File: config.mk
export PLATFORM = sky130hd
export DESIGN_NAME = seq_divider
export DESIGN_NICKNAME = d
export VERILOG_FILES = /design/src/rtl/seq_divider.sv
export SDC_FILE = /design/constraint.sdc
export NUM_CORES = 1
export LEC_CHECK = 0
export BUFFER_PORTS_ARGS = -buffer_cell sky130_fd_sc_hd__buf_4
export CORE_MARGIN = 3
export CORE_UTILIZATION = 35
export DETAILED_ROUTE_END_ITERATION = 16
export GPL_ROUTABILITY_DRIVEN = 0
export SYNTH_ARGS = -nofsm -noshare
export SYNTH_HDL_FRONTEND = slang
export SYNTH_SLANG_ARGS = --single-unit
File: constraint.sdc
create_clock -name clk -period 10.63 [get_ports clk]
set_input_delay 2.126 -clock clk [delete_from_list [all_inputs] [get_ports clk]]
set_output_delay 2.126 -clock clk [all_outputs]
set_load 0.02 [all_outputs]
File: src/rtl/seq_divider.sv
// seq_divider: sequential restoring divider, one quotient bit per cycle, signed/unsigned with divide-by-zero flag
module seq_divider #(
  parameter int WIDTH = 16
) (
  input  logic             clk,
  input  logic             rst_n,
  input  logic             in_valid,
  output logic             in_ready,
  input  logic [WIDTH-1:0] A,
  input  logic [WIDTH-1:0] B,
  input  logic             is_signed,
  output logic             out_valid,
  input  logic             out_ready,
  output logic [WIDTH-1:0] Q,
  output logic [WIDTH-1:0] R,
  output logic             Dbz,
  output logic             busy
);
  localparam int CW = $clog2(WIDTH);

  typedef enum logic [1:0] {IDLE, CALC, DONE} state_t;

  state_t           r_state, w_next;
  logic [CW-1:0]    r_cnt;
  logic [WIDTH-1:0] r_dvd, r_rem, r_dvs, r_q, r_r;
  logic             r_neg_q, r_neg_r, r_dbz;

  logic             w_accept, w_a_neg, w_b_neg, w_qbit, w_b_zero;
  logic [WIDTH-1:0] w_a_mag, w_b_mag, w_rem_nx, w_quo_nx;
  logic [WIDTH:0]   w_part;
  logic [WIDTH+1:0] w_diff;

  assign w_accept = in_valid && in_ready;
  assign w_b_zero = (B == '0);
  assign w_a_neg  = is_signed && A[WIDTH-1];
  assign w_b_neg  = is_signed && B[WIDTH-1];
  assign w_a_mag  = w_a_neg ? -A : A;
  assign w_b_mag  = w_b_neg ? -B : B;
  // The extra top bit of the difference is its sign: set means "does not fit", so restore.
  assign w_part   = {r_rem, r_dvd[WIDTH-1]};
  assign w_diff   = {1'b0, w_part} - {2'b00, r_dvs};
  assign w_qbit   = ~w_diff[WIDTH+1];
  assign w_rem_nx = w_qbit ? w_diff[WIDTH-1:0] : w_part[WIDTH-1:0];
  assign w_quo_nx = {r_dvd[WIDTH-2:0], w_qbit};

  // State register
  always_ff @(posedge clk or negedge rst_n) begin
    if (!rst_n) r_state <= IDLE;
    else        r_state <= w_next;
  end

  // Next-state logic
  always_comb begin
    w_next = (r_state == IDLE) ? (w_accept ? (w_b_zero ? DONE : CALC) : IDLE) :
             (r_state == CALC) ? ((r_cnt == '0) ? DONE : CALC) :
             (out_ready ? IDLE : DONE);
  end

  // Handshake and status outputs decoded from state
  always_comb begin
    in_ready  = (r_state == IDLE);
    busy      = (r_state == CALC);
    out_valid = (r_state == DONE);
  end

  // Datapath: capture magnitudes at accept, shift/subtract in CALC, sign fix-up on the last step
  always_ff @(posedge clk or negedge rst_n) begin
    if (!rst_n) begin
      r_cnt   <= '0;
      r_dvd   <= '0;
      r_rem   <= '0;
      r_dvs   <= '0;
      r_q     <= '0;
      r_r     <= '0;
      r_neg_q <= 1'b0;
      r_neg_r <= 1'b0;
      r_dbz   <= 1'b0;
    end else if (w_accept) begin
      r_neg_q <= w_a_neg ^ w_b_neg;
      r_neg_r <= w_a_neg;
      r_dvd   <= w_a_mag;
      r_dvs   <= w_b_mag;
      r_rem   <= '0;
      r_cnt   <= CW'(WIDTH - 1);
      r_dbz   <= w_b_zero;
      if (w_b_zero) begin
        r_q <= '1;
        r_r <= A;
      end
    end else if (r_state == CALC) begin
      r_dvd <= w_quo_nx;
      r_rem <= w_rem_nx;
      r_cnt <= r_cnt - 1'b1;
      if (r_cnt == '0) begin
        r_q <= r_neg_q ? -w_quo_nx : w_quo_nx;
        r_r <= r_neg_r ? -w_rem_nx : w_rem_nx;
      end
    end
  end

  assign Q   = r_q;
  assign R   = r_r;
  assign Dbz = r_dbz;
endmodule
==> results by group <==
Worst setup path
  – Critical-path top delay cell: and2_1
  – Slowest cell delay on critical path: 0.58 ns
  – Crit path max fanout: 14
  – Reg2Reg Setup Slack: 6.42 ns
  – Crit path launch type: input pin
  – Worst path arrival time: 4.76 ns
  – Kind of end point of the critical path: flip-flop
  – Critical path data required time: 10.85 ns
  – Crit Path Class: input pin to flip-flop
  – Crit-path cells: buf_4 > inv_1 > ha_1 > nand3_1 > nor3_1 > and3b_1 > and2_1 > nor2_1 > or3_1 > o21ai_0 > a21oi_1

Clock network
  – Worst-case clock buffer depth: 2
  – CTS Root Buffer Type: clkbuf_16
  – Cts repair resizes: 0
  – CTS tree: done
  – Reg clk slew, reported paths: 0.07 ns
  – Hold-fix buffers at CTS: 0
  – Total CTS buffers: 9
  – Clock Latency Late Sink: 0.35 ns
  – Postcts setup bufs: 0
  – H-tree levels: 3
  – Clock Sink Count: 89

Logic synthesis
  – Synth Area in Simple Gates: 0.1966
  – Seq/Total Area, Yosys: 0.3600
  – Post-synth EDFFs: 0
  – Post-synth ARST share: 1.000
  – Synth Area in Compound Gates: 0.2158
  – Synth Register Bits: 89
  – XOR/XNOR share of the synthesized area: 0.09343
  – Syn Inst Count: 745
  – Yosys warns: 0
  – Largest family of logic cells by synthesized area: compound AO/OA/AOI/OAI gates
  – Syn Std Cell Area: 6187 sq um
  – Mux cell area share after synthesis: 0.03579
  – Commonest register cell after synthesis: dfrtp_1
  – Netlist cell types: 67
  – Synth Area in Adders: 0.04570
  – Syn Area/Cell: 8.305 sq um
  – Synth Net Count: 804

Job
  – Max-cap violation count: 0

Detailed routing
  – Initial DRC count: 451
  – Routed Antenna Nets: 0
  – First-pass iteration count of the detailed router: 7
  – Vias: 5491
  – Residual DRC count: 0
  – DR WL/cell: 16.69 um
  – Total Wirelength: 16.94 mm
  – Vias per cell: 5.410

Placed design
  – Cell Area, Placed: 6855 sq um
  – IO Port Bufs: 72
  – HPWL Detailed: 12.52 mm
  – Post-Place Worst Slack: 5.686 ns

STA
  – Slew Viols, Final: 0
  – Fmax: 0.2202 GHz
  – Worst Max-Slew Pin Slew: 0.9080 ns
  – Final WS setup: 6.088 ns
  – Final Hold Fails: 0
  – Rel. slew slack: 0.3947
  – Fin Clk Skew: 0.006238 ns
  – Final min period: 4.542 ns
  – Endpoints failing setup: 0
  – Final period util: 0.4272
  – Setup TNS: 0 ns
  – RSZ-0062 raised after global routing: no

Finish
  – Area of the multi-input gates: 3636 sq um
  – Share of layout cells above drive strength 1: 0.1459
  – Final-layout fill cell count: 1756
  – Storage element area: 2227 sq um
  – Syn-to-layout area delta: 15.21%
  – Fin util: 0.4209
  – Most common cell after layout, fill and taps aside: dfrtp_1
  – Final Cell Area: 7128 sq um
  – Fin nets: 849
  – Most frequent cells in the layout: dfrtp_1 (89), nand2_1 (81), buf_4 (78), nor2_1 (66), o21ai_0 (64)
  – Ant diodes: 0

Die
  – Number of placement rows: 47
  – Starting Density: 0.3653
  – IO Pins: 73
  – Die area: 19310 sq um
  – Die Wd: 139.0 um
  – Die H: 139.0 um
  – Core area: 16940 sq um

Hold path
  – Worst hold path class: flip-flop to flip-flop

GRT
  – Met2 usage: 0.2641
  – Initial antenna violation count: 1
  – First-pass GRT wire length: 27.64 mm
  – Grt total ovfl: 0
  – Grt peak-use layer: met2
  – GR Layer Usage met3: 0.02448
  – Largest net degree at the start of global routing: 89
  – Overall routing resource usage: 0.1762
  – Vias in the first global route: 5093
  – Routing usage on met1: 0.2633

Run status
  – Run status: completed

Power and ir drop
  – Cell area power density: 387.4 nW/um^2
  – Leakage power: 3.103 nW
  – Worst VDD drop: 0.0001625 V
## final cells by class
| type | instances | area share |
|---|---|---|
| Inverter | 35 | 0.01843 |
| Clock inverter | 6 | 0.006144 |
| Sequential cell | 89 | 0.3124 |
| Tap cell | 220 | 0.03862 |
| Multi-Input combinational cell | 577 | 0.5101 |
| Clock buffer | 10 | 0.03212 |
| Timing Repair Buffer | 78 | 0.08215 |
## layer usage
| metal | routed length (um) | part of all wire |
|---|---|---|
| met1 | 8523 | 0.50 |
| met2 | 7547 | 0.45 |
| met3 | 623 | 0.037 |
| met4 | 229 | 0.014 |
| met5 | 13 | 0.00077 |
## registers in the layout (all words and copies together) (netlist names), 2 cells and up
register	flops
r_rem	16
r_cnt	4
Q	16
R	16
r_dvd	16
r_state	2
r_dvs	16
## cell usage after synthesis (5+ instances only)
master	instances	share of area
nand2b_1	8	0.0081
nor2_1	66	0.040
nor2b_1	5	0.0051
nand2_1	82	0.050
a21o_1	7	0.0085
clkbuf_1	33	0.020
and2_1	6	0.0061
xor2_1	34	0.048
and3_1	5	0.0051
nand3_1	30	0.024
buf_2	6	0.0049
o21ai_1	6	0.0049
inv_1	33	0.020
o31ai_1	5	0.0061
ha_1	21	0.042
or3_1	9	0.0091
dfrtp_1	89	0.36
o21ai_0	64	0.052
a31oi_1	20	0.020
mux2i_1	14	0.023
a21oi_1	58	0.047
xnor2_1	32	0.045
nor4_1	7	0.0071
nor3_1	23	0.019
## logic make-up after synthesis
logic type,Yosys count
buf+inv,79
compound gates,210
xor+xnor,66
simple gates,259
mux,20
fa+ha+maj,22
flops,89
## power breakdown
part / leakage (nW) / internal, mW / switching, mW / total [mW]
Clock: 0.133 / 0.160 / 0.145 / 0.305
Sequential: 1.08 / 0.509 / 0.168 / 0.676
Combinational: 1.89 / 0.722 / 1.06 / 1.78
## worst max-delay path: cells and delay by family
kind            cells  cell delay, ns
fa+ha+maj           1            0.19
buf+inv             2            0.19
compound gates      2            0.14
simple gates        6            2.11
## path summary, 6_finish.rpt
kind	startpoint	to	cells after the start
setup / recovery	B[0]	R[11]	11
max in group asynchronous	rst_n	r_rem[11]	2
min in group asynchronous	rst_n	r_dvs[0]	1
hold reg to reg	r_dvs[7]	r_dvs[7]	2
setup reg to reg	r_rem[9]	R[14]	13
hold / removal	r_dvs[7]	r_dvs[7]	2
## through the flow
step | cells | hold WS [ns] | power [mW]
2_1_floorplan | 745 | 0.4498 | 2.015
3_3_place_gp | 999 | 0.4630 | 2.448
3_5_place_dp | 999 | 0.4723 | 2.463
4_1_cts | 1015 | 0.4861 | 2.777
5_1_grt | 1015 | 0.5082 | 3.014
6_report | 1015 | 0.4817 | 2.761
Note: power is estimated with default switching activity, not from simulation.
